==> config.mk <==
export PLATFORM = sky130hd
export DESIGN_NAME = workout_scheduler_top
export DESIGN_NICKNAME = d
export VERILOG_FILES = /design/src/rtl/workout_scheduler_top.sv
export SDC_FILE = /design/constraint.sdc
export NUM_CORES = 1
export LEC_CHECK = 0
export BUFFER_PORTS_ARGS = -buffer_cell sky130_fd_sc_hd__buf_2
export CORE_MARGIN = 3
export CORE_UTILIZATION = 45
export DETAILED_ROUTE_END_ITERATION = 7
export GPL_ROUTABILITY_DRIVEN = 0
export PLACE_DENSITY_LB_ADDON = 0.3
export SLEW_MARGIN = 20
export SYNTH_ARGS = -nofsm -noshare
export SYNTH_HDL_FRONTEND = slang
export SYNTH_SLANG_ARGS = --single-unit
==> constraint.sdc <==
create_clock -name clk -period 50.9 [get_ports clk]
set_input_delay 5.09 -clock clk [delete_from_list [all_inputs] [get_ports clk]]
set_output_delay 5.09 -clock clk [all_outputs]
set_load 0.01 [all_outputs]
==> src/rtl/workout_scheduler_top.sv <==
// Training session scheduler: latches a user profile, derives how many fixed-length
// workouts burn the calorie target, then counts each workout down and signals its end.

module workout_calc (
  input  logic [1:0] cal,
  input  logic [2:0] w,
  input  logic       gender,
  input  logic [1:0] met,
  output logic [7:0] n
);
  logic [7:0]  target;
  logic [6:0]  kg;
  logic [3:0]  met_v;
  logic [12:0] e_m;
  logic [16:0] e_f9;
  logic [12:0] e;
  logic [4:0]  burn;

  // Widths sized so no intermediate can overflow: E <= 6930, E*9 <= 62370,
  // target + burn - 1 <= 216.
  always_comb begin
    target = 8'd50 * ({6'd0, cal} + 8'd1);
    kg     = 7'd40 + 7'd10 * {4'd0, w};
    met_v  = 4'd3 + {1'b0, met, 1'b0};
    e_m    = {9'd0, met_v} * {6'd0, kg} * 13'd7;
    e_f9   = {4'd0, e_m} * 17'd9;
    e      = gender ? 13'(e_f9 / 17'd10) : e_m;
    burn   = 5'(e / 13'd400);
    n      = (target + {3'd0, burn} - 8'd1) / {3'd0, burn};
  end
endmodule

module workout_scheduler_top #(
  parameter int TICK_DIV     = 1,
  parameter int WORKOUT_TIME = 60
) (
  input  logic       clk,
  input  logic       reset,
  input  logic       start,
  input  logic       skip,
  input  logic [1:0] Cal,
  input  logic [2:0] W,
  input  logic       gender,
  input  logic [1:0] MET,
  output logic [7:0] workout_num,
  output logic [5:0] time_remain,
  output logic       buzzer
);
  localparam int PW = (TICK_DIV > 1) ? $clog2(TICK_DIV) : 1;

  typedef enum logic [1:0] {S_IDLE, S_CALC, S_WORK, S_DONE} state_t;

  state_t        state_q, state_d;
  logic [1:0]    cal_q, cal_d;
  logic [2:0]    w_q, w_d;
  logic          gender_q, gender_d;
  logic [1:0]    met_q, met_d;
  logic [7:0]    wn_q, wn_d;
  logic [5:0]    tr_q, tr_d;
  logic [PW-1:0] presc_q, presc_d;
  logic          buzzer_q, buzzer_d;
  logic          tick, end_ev;
  logic [7:0]    n_calc;

  workout_calc u_calc (
    .cal    (cal_q),
    .w      (w_q),
    .gender (gender_q),
    .met    (met_q),
    .n      (n_calc)
  );

  always_comb begin
    state_d  = state_q;
    cal_d    = cal_q;
    w_d      = w_q;
    gender_d = gender_q;
    met_d    = met_q;
    wn_d     = wn_q;
    tr_d     = tr_q;
    presc_d  = presc_q;
    buzzer_d = 1'b0;
    tick     = 1'b0;
    end_ev   = 1'b0;
    case (state_q)
      S_IDLE: begin
        if (start) begin
          cal_d = Cal; w_d = W; gender_d = gender; met_d = MET;
          state_d = S_CALC;
        end
      end
      S_CALC: begin
        wn_d    = n_calc;
        tr_d    = 6'(WORKOUT_TIME);
        presc_d = '0;
        state_d = S_WORK;
      end
      S_WORK: begin
        tick    = (presc_q == PW'(TICK_DIV - 1));
        presc_d = tick ? '0 : presc_q + PW'(1);
        // skip and a natural expiry in the same cycle still end only one workout
        end_ev  = skip || (tick && tr_q == 6'd1);
        if (end_ev) begin
          buzzer_d = 1'b1;
          presc_d  = '0;
          if (wn_q > 8'd1) begin
            wn_d = wn_q - 8'd1;
            tr_d = 6'(WORKOUT_TIME);
          end else begin
            wn_d    = 8'd0;
            tr_d    = 6'd0;
            state_d = S_DONE;
          end
        end else if (tick && tr_q > 6'd1) begin
          tr_d = tr_q - 6'd1;
        end
      end
      S_DONE: begin
        buzzer_d = 1'b1;
        if (start) begin
          cal_d = Cal; w_d = W; gender_d = gender; met_d = MET;
          buzzer_d = 1'b0;
          state_d  = S_CALC;
        end
      end
      default: state_d = S_IDLE;
    endcase
  end

  always_ff @(posedge clk or negedge reset) begin
    if (!reset) begin
      state_q  <= S_IDLE;
      cal_q    <= '0;
      w_q      <= '0;
      gender_q <= 1'b0;
      met_q    <= '0;
      wn_q     <= '0;
      tr_q     <= '0;
      presc_q  <= '0;
      buzzer_q <= 1'b0;
    end else begin
      state_q  <= state_d;
      cal_q    <= cal_d;
      w_q      <= w_d;
      gender_q <= gender_d;
      met_q    <= met_d;
      wn_q     <= wn_d;
      tr_q     <= tr_d;
      presc_q  <= presc_d;
      buzzer_q <= buzzer_d;
    end
  end

  assign workout_num = wn_q;
  assign time_remain = tr_q;
  assign buzzer      = buzzer_q;
endmodule

# Word-level counts from Yosys, hierarchy flattened
# Cells that the tools add are included.
# W data, S select, Z words.
[word_totals] romBits=0 mem_count=0 latch_bits=0 ramBits=0 regBits=26
[classes] reduce_logical=10 bitwise_logic=1 n_mul=5 shifts=0 addsub=8 n_eq_ne=8 div_mod_pow=3 n_lt_le_gt_ge=2 n_mux=18
[op_table] cell="$mux W6" n=3
[op_table] cell="$div A17 B4 Y17 const B" n=1
[op_table] cell="$mul A13 B4 Y17 const B" n=1
[op_table] cell="$mux W8" n=2
[op_table] cell="$pmux W8 S2" n=1
[op_table] cell="$sub A8 B1 Y8 const B" n=2
[op_table] cell="$div A13 B9 Y13 const B" n=1
[op_table] cell="$mul A11 B3 Y13 const B" n=1
[op_table] cell="$mux W13" n=1
[op_table] cell="$pmux W6 S2" n=1
[op_table] cell="$mul A4 B7 Y11" n=1
[op_table] cell="$add A8 B5 Y8" n=1
[op_table] cell="$div A8 B5 Y8" n=1
[op_table] cell="$gt A8 B1 Y1 const B" n=1
[op_table] cell="$mul A5 B8 Y7 const A" n=1
[op_table] cell="$add A6 B7 Y7 const A" n=1
[op_table] cell="$eq A6 B1 Y1 const B" n=1
[op_table] cell="$gt A6 B1 Y1 const B" n=1
[op_table] cell="$mul A3 B3 Y6 const A" n=1
[op_table] cell="$mux W2" n=3
[op_table] cell="$pmux W2 S3" n=1
[op_table] cell="$reduce_and A2 Y1" n=3
[op_table] cell="$sub A6 B1 Y6 const B" n=1
[op_table] cell="$add A2 B3 Y4 const A" n=1
[op_table] cell="16 further kinds" n=23

# Longest topological paths before layout
# Gate-level depths: netlist of run 1.
[logic_depth] ltp_word=12 depth_mapped=120 ltp_nobuf=112

# Cells and area by module
# From an unflattened synthesis of run 1, not the netlist that was laid out.
[unflattened] cells_unflattened=953 area_unflattened_um2=7433.4
[modules_own_cells] mod="workout_calc" seq_area_each_um2=0.0 area_each_um2=5964.5 instances=1 cells_each=804
[modules_own_cells] mod="workout_scheduler_top" seq_area_each_um2=625.6 area_each_um2=1468.9 instances=1 cells_each=149

# Least setup slack after synthesis of run 1
# OpenSTA, ideal clock, no wires.
[synth_path] path_kind="register to register" from="register w_q[0]" to="register wn_q[0], in the netlist workout_num[0]" stages_incl_launch_ff=114 arrival_ns=21.909 path_buffers=6 path_slack_ns=28.867 period_less_slack_ns=22.033 path_cell_list="dfrtp_1 -> ha_1 -> ha_1 -> ha_1 -> inv_1 -> nor2_1 -> fa_1 -> inv_1 -> fa_1 -> inv_1 -> ha_1 -> a21o_1 -> a21oi_1 -> xnor2_1 -> inv_1 -> fa_1 -> inv_1 -> ha_1 -> [... 78 more ...] -> nand2_1 -> o21ai_0 -> ha_1 -> o21a_1 -> o21a_1 -> o21ai_0 -> nand2b_1 -> o21ai_0 -> o2111ai_1 -> a211oi_1 -> buf_4 -> o21ai_0 -> ha_1 -> a21oi_1 -> o41ai_1 -> a21oi_1 -> o221ai_1 -> a211o_1"
[synth_between] elab_chain_cells=12
[synth_lines] element="from (decl)" line_no="55" source="logic [2:0] w_q, w_d;"
[synth_lines] element="from (signal assigned)" line_no="144" source="w_q <= w_d;"
[synth_lines] element="$mul A3 B3 Y6 (*)" line_no="23" source="kg = 7'd40 + 7'd10 * {4'd0, w};"
[synth_lines] element="$add A6 B7 Y7 (*)" line_no="23"
[synth_lines] element="$mul A4 B7 Y11 (*)" line_no="25" source="e_m = {9'd0, met_v} * {6'd0, kg} * 13'd7;"
[synth_lines] element="$mul A11 B3 Y13 (*)" line_no="25"
[synth_lines] element="$mul A13 B4 Y17" line_no="26" source="e_f9 = {4'd0, e_m} * 17'd9;"
[synth_lines] element="$div A17 B4 Y17" line_no="27" source="e = gender ? 13'(e_f9 / 17'd10) : e_m;"
[synth_lines] element="$mux W13 (*)" line_no="27"
[synth_lines] element="$div A13 B9 Y13 (*)" line_no="28" source="burn = 5'(e / 13'd400);"
[synth_lines] element="$add A8 B5 Y8" line_no="29" source="n = (target + {3'd0, burn} - 8'd1) / {3'd0, burn};"
[synth_lines] element="$sub A8 B1 Y8" line_no="29"
[synth_lines] element="$div A8 B5 Y8 (*)" line_no="29"
[synth_lines] element="$pmux W8 S2 (*)" line_no="85" source="case (state_q)"
[synth_lines] element="to (signal assigned)" line_no="147" source="wn_q <= wn_d;"
[synth_lines] element="to (decl)" line_no="58" source="logic [7:0] wn_q, wn_d;"
# Every way passes the cells marked *; elsewhere a longest branch is shown, timed or not.
# A chain may end at the register's enable or synchronous reset.

# Worst setup path in the final report of run 1
# Ends and elaborated chain as after synthesis.

==> reports/qor.yml, run 1 <==
yosys:
  synthCells: 1027
  syn-num-nets: 1155
  ys_top_cells_by_area: "ha_1 16%, dfrtp_1 7.9%, fa_1 4.3%"
  synth.ff_latch_count: 25
  synthFlopType: "dfrtp_1"
  synthTopCellsByCount: "99 x ha_1, 82 x nand2_1, 79 x inv_1, 68 x nor2_1, 64 x a21oi_1"
  synth-warning-count: 0
  synth_cell_types: 109
  yosys.area.top_type_share_pct: 15.7
  synthesis.area_um2: 7910
  yosysMostFrequentCell: "ha_1"
  synth-edff-count: 0
  ys_async_sr_fraction_pct: 100
  seq_area_frac_synth_pct: 7.91
  yosysTopAreaCell: "ha_1"
  synth.avg_cell_area_um2: 7.70
cells_and_area:
  final_layout_size_suffix_gt1_share_pct: 10.5
  area_growth_pct: 4.32
  nets: 1156
  n_fill_cell: 1667
  antennaDiodeCount: 0
sta:
  tightest_slew_ns: 1.10
  slew_headroom_pct: 26.5
  finalCritPeriodShare_pct: 51.7
  fmax_mhz: 38.0
  rsz0062_at_grt: "false"
  final-setup-viol-count: 0
  hold_violations: 0
  fin_ws_ns: 24.57
  drv_slew: 0
  period_needed_ns: 26.33
  skew_ns: 0.00440
  tns_ns: 0
global_route:
  overflow: 0
  antenna_found_initial: 0
  grt_use_total_pct: 20.8
  first_global_vias: 7344
  grt_max_degree: 26
  grt_pass1_wl_mm: 35.5
clock_network:
  ctsHtreeMaxLevel: 1
  clk_latency_ns: 0.26
  clock_path_buffers: 2
  post-cts-setup-buffers: 0
  clock_tree.root_cell: "clkbuf_16"
  postCtsHoldBufs: 0
  clk_pin_slew_ns: 0.06
  cts_buffers: 3
  cts_tree: "built"
  cts.sinks: 25
  ctsResizeCount: 0
hold_path:
  hold_class: "register to register"
  worstHoldStart: "workout_num[6]$_DFFE_PN0P_"
place:
  io_buffers: 26
  hpwl_mm: 16.5
  dpl_worst_slack_ns: 24.79
floorplan:
  die-area_um2: 19200
  die_y_um: 139
  start_util_pct: 46.9
  die_w_um: 139
  design.core.area_um2: 16900
  rows: 47
  io_pins: 27
routing:
  via_per_inst: 6.53
  drtIter0Drc: 1126
  drcViolationCount: 0
  post_drt_wl_per_cell_um: 17.0
  postRouteAntennaNets: 0
  vias: 8149
  routed_wl_mm: 21.2
  drt_first_pass_iters: 6
setup_path:
  cp_max_fo: 20
  cp_data_required_time_ns: 51.04
  worst_setup_path_start_kind: "register"
  path_class: "register to register"
  cp_data_arrival_time_ns: 26.47
  cp_common_cell: "ha_1"
  r2r_start: "w_q[0]$_DFFE_PN0P_"
  slowest_stage: "nor3_2"
  crit_start: "w_q[0]$_DFFE_PN0P_"
  end_kind: "register"
  max_stage_delay_ns: 0.90
run_status:
  status: "finished clean"
job:
  cap_violations: 0
cell families after synthesis:
logic type | Yosys count | synth area share [%]
muxes | 14 | 1.95
DFF | 25 | 7.91
AOI/OAI and AO/OA | 392 | 38.0
and+or+nand+nor | 325 | 21.2
xor gates and xnor gates | 38 | 4.62
adders and majority gates | 117 | 20.1
buffers and inverters | 116 | 6.22
flip-flops by register name, indices dropped and copies added (netlist names):
register / count
buzzer: 1
cal_q: 2
gender_q: 1
met_q: 2
state_q: 2
time_remain: 6
w_q: 3
workout_num: 8
routing by layer:
layer | up-vias | share of wire [%] | routed length (um) | GRT usage [%]
met5 | - | 0 | 0 | 0
met4 | 0 | 1.8 | 371 | 4.16
met3 | 43 | 6.9 | 1470 | 1.97
met2 | 362 | 44 | 9330 | 32.6
met1 | 3823 | 47 | 10000 | 31.4
li1 | 3921 | - | - | -
cells in the final DEF, fill, tap and decap left out, drive strengths merged, types with 10 or more instances in the layout:
master and n:
nor2 69, mux2 11, nor3 35, buf 31, nor4 12, o21ai 70
a31oi 17, o32ai 10, a21o 21, o31ai 14, a21oi 64, xnor2 26
fa 17, o22ai 12, a211o 11, o21a 23, nand3 26, nor2b 12
a211oi 18, o211ai 24, or3 18, dfrtp 25, and2 20, ha 99
xor2 11, nand2 83, or2 11, inv 80
cell type report:
cell class / count / area, um2 / share of cell area, %
sequential: 25 / 626 / 7.58
clock buffer: 3 / 75.1 / 0.910
timing repair buffer: 31 / 168 / 2.03
multi-input combinational: 886 / 6800 / 82.4
inverter: 81 / 304 / 3.69
tap: 220 / 275 / 3.34
clock inverter: 1 / 5.00 / 0.0607
worst paths after layout:
path                                                   end  slack [ns]  cells after the start
worst max register to register  workout_num[0]$_DFFE_PN0P_       24.57                    107
worst max-delay path            workout_num[0]$_DFFE_PN0P_       24.57                    107
max in group asynchronous       time_remain[0]$_DFFE_PN0P_       45.70                      1
min in group asynchronous       workout_num[4]$_DFFE_PN0P_        4.82                      1
worst min register to register  workout_num[6]$_DFFE_PN0P_        0.52                      1
worst min-delay path            workout_num[6]$_DFFE_PN0P_        0.52                      1
through the flow:
step / area (um2) / util (%) / cells / hold WS (ns)
after detailed placement: 8160 / 48.4 / 1243 / 0.499
after global placement: 8160 / 48.4 / 1243 / 0.495
after global routing: 8250 / 48.9 / 1247 / 0.556
after floorplan: 7910 / - / 1027 / 0.484
final: 8250 / 48.9 / 1247 / 0.521
after CTS: 8240 / 48.8 / 1247 / 0.513
worst max-delay path, delay by kind of cell (launching register included):
family,cells,cell delay (ns)
buffers and inverters,6,0.50
adder cells (fa/ha/maj),20,6.82
AND/OR/NAND/NOR,17,3.77
XOR/XNOR,3,0.63
multiplexers,1,0.40
AO/OA/AOI/OAI,60,13.61
flip-flops,1,0.47
Power of run 1 is not shown: default switching activity piles up to over one toggle a cycle in this logic, so the estimate is an artifact.
==> run 2, diff against run 1 <==
clock period = 26.9 ns   (was 50.9 ns; I/O delays follow)
==> run 2 against run 1 <==
Net effect:
- utilization is 0.77 points higher
- highest routed layer unchanged
- routed wire length is 0.13% higher
- critical path type unchanged
- sequential share of layout area is 0.12 points lower
- non-clock buffer count is 1 higher
- setup slack worse by 23 ns
==> reports/qor.yml, run 2 (synthesized netlist as in run 1, its figures left out) <==
hold_path:
  worstHoldStart: "workout_num[5]$_DFFE_PN0P_"  # was workout_num[6]$_DFFE_PN0P_
  worstHoldEndpoint: "workout_num[5]$_DFFE_PN0P_"  # was workout_num[6]$_DFFE_PN0P_
  hold_depth: 1  # unchanged
  hold_class: "register to register"  # unchanged
floorplan:
  die_y_um: 139  # unchanged
  die-area_um2: 19200  # unchanged
  start_util_pct: 46.9  # unchanged
  rows: 47  # unchanged
  design.core.area_um2: 16900  # unchanged
  io_pins: 27  # unchanged
  die_w_um: 139  # unchanged
routing:
  drtIter0Drc: 1094  # was 1126
  postRouteAntennaNets: 0  # unchanged
  via_per_inst: 6.50  # was 6.53
  routed_wl_mm: 21.2  # about the same
  vias: 8109  # was 8149
  drt_first_pass_iters: 6  # unchanged
  post_drt_wl_per_cell_um: 17.0  # about the same
  drcViolationCount: 0  # unchanged
global_route:
  overflow: 0  # unchanged
  gr-usage-met2_pct: 33.5  # was 32.6%
  grt_max_degree: 26  # unchanged
  antenna_found_initial: 0  # unchanged
  met1_usage_pct: 31.1  # was 31.4%
  top_usage_layer: "met2"  # unchanged
  use_met3_pct: 1.28  # was 1.97%
  grt_pass1_wl_mm: 35.8  # was 35.5 mm
  first_global_vias: 7547  # was 7344
  grt_use_total_pct: 21.0  # was 20.8%
setup_path:
  reg2reg_depth: 107  # unchanged
  slowest_stage: "a2111oi_1"  # was nor3_2
  cp_data_arrival_time_ns: 25.22  # was 26.47 ns
  path_class: "register to register"  # unchanged
  cp_common_cell: "ha_1"  # unchanged
  max_stage_delay_ns: 0.71  # was 0.90 ns
  r2r_start: "w_q[0]$_DFFE_PN0P_"  # unchanged
  cp_data_required_time_ns: 27.04  # was 51.04 ns
  end_kind: "register"  # unchanged
  ff2ff_setup_slack_ns: 1.82  # was 24.57 ns
  cp_max_fo: 14  # was 20
  worst_setup_path_start_kind: "register"  # unchanged
  r2r-end: "workout_num[0]$_DFFE_PN0P_"  # unchanged
cells_and_area:
  largest_register_ffs: 8  # unchanged
  layout_commonest_cell: "ha_1"  # unchanged
  n_fill_cell: 1616  # was 1667
  area_growth_pct: 5.96  # was 4.32%
  final_cell_mix: "99 x ha_1, 80 x nand2_1, 79 x inv_1, 68 x nor2_1, 62 x a21oi_1"  # was 99 x ha_1, 82 x nand2_1, 79 x inv_1, 68 x nor2_1, 64 x a21oi_1
  nets: 1157  # was 1156
  antennaDiodeCount: 0  # unchanged
  final_layout_size_suffix_gt1_share_pct: 12.4  # was 10.5%
job:
  cap_violations: 0  # unchanged
sta:
  worst_hold_slack_ns: 0.519  # was 0.521 ns
  skew_ns: 0.00561  # was 0.00440 ns
  tns_ns: 0  # unchanged
  finalCritPeriodShare_pct: 93.2  # was 51.7%
  slew_headroom_pct: 35.5  # was 26.5%
  tightest_slew_ns: 0.967  # was 1.10 ns
  fmax_mhz: 39.9  # was 38.0 MHz
  period_needed_ns: 25.08  # was 26.33 ns
  drv_slew: 0  # unchanged
  final-setup-viol-count: 0  # unchanged
  rsz0062_at_grt: "false"  # unchanged
  hold_violations: 0  # unchanged
clock_network:
  clock_path_buffers: 2  # unchanged
  postCtsHoldBufs: 0  # unchanged
  clk_pin_slew_ns: 0.06  # about the same
  cts_tree: "built"  # unchanged
  clk_latency_ns: 0.26  # about the same
  cts.sinks: 25  # unchanged
  cts_buffers: 3  # unchanged
  clock_tree.root_cell: "clkbuf_16"  # unchanged
  ctsHtreeMaxLevel: 1  # unchanged
place:
  io_buffers: 26  # unchanged
  hpwl_mm: 16.5  # about the same
run_status:
  status: "finished clean"  # unchanged
-- run 2: changes by cell type in the layout (fill, tap and decap cells not counted), sizes merged --
cell	previous run	this run
buf	31	32
-- run 2: critical path: cells and delay by family, from the launching register on --
kind            cells  cell delay (ns)
compound gates     54            11.63
xor+xnor            2             0.81
fa+ha+maj          21             7.46
buf+inv             9             0.91
flops               1             0.47
mux                 1             0.40
simple gates       20             3.24
-- run 2: worst max path at each step --
| stage | start | to | cells past startpoint |
|---|---|---|---|
| after floorplan | w_q[0]$_DFFE_PN0P_ | workout_num[0]$_DFFE_PN0P_ | 113 |
| after global placement | w_q[0]$_DFFE_PN0P_ | workout_num[0]$_DFFE_PN0P_ | 109 |
| after detailed placement | w_q[0]$_DFFE_PN0P_ | workout_num[0]$_DFFE_PN0P_ | 109 |
| after CTS | w_q[0]$_DFFE_PN0P_ | workout_num[0]$_DFFE_PN0P_ | 109 |
| after global routing | w_q[0]$_DFFE_PN0P_ | workout_num[0]$_DFFE_PN0P_ | 108 |
| final | w_q[0]$_DFFE_PN0P_ | workout_num[0]$_DFFE_PN0P_ | 107 |
-- run 2: layout make-up --
type / instances / area, um2 / share of cell area (%)
clock buffers: 3 / 75.1 / 0.896
clock inverters: 1 / 5.00 / 0.0597
inverters: 81 / 304 / 3.63
well taps: 220 / 275 / 3.28
multi-input cells: 886 / 6920 / 82.6
flip-flops and latches: 25 / 626 / 7.46
repair buffers: 32 / 175 / 2.09
-- run 2: through the flow --
stage	setup WS, ns	utilization [%]	cell area [um2]	cells
after floorplan	4.87	-	7910	1027
after global placement	1.08	48.3	8160	1242
after detailed placement	0.433	48.3	8160	1242
after CTS	0.291	48.8	8240	1246
after global routing	0.0151	49.7	8380	1248
final	1.82	49.7	8380	1248
-- run 2: per-layer routing --
layer	routed length, um	share of wire (%)
met1	9820	46
met2	9520	45
met3	1450	6.8
met4	418	2.0
met5	0	0
-- run 2: what timing repair did --
| action | in CTS | in global routing |
|---|---|---|
| buffers inserted | 0 | 2 |
| setup endpoints to repair | 0 | 2 |
| gates resized for setup | 0 | 26 |
Power of run 2 is left out for the same reason.
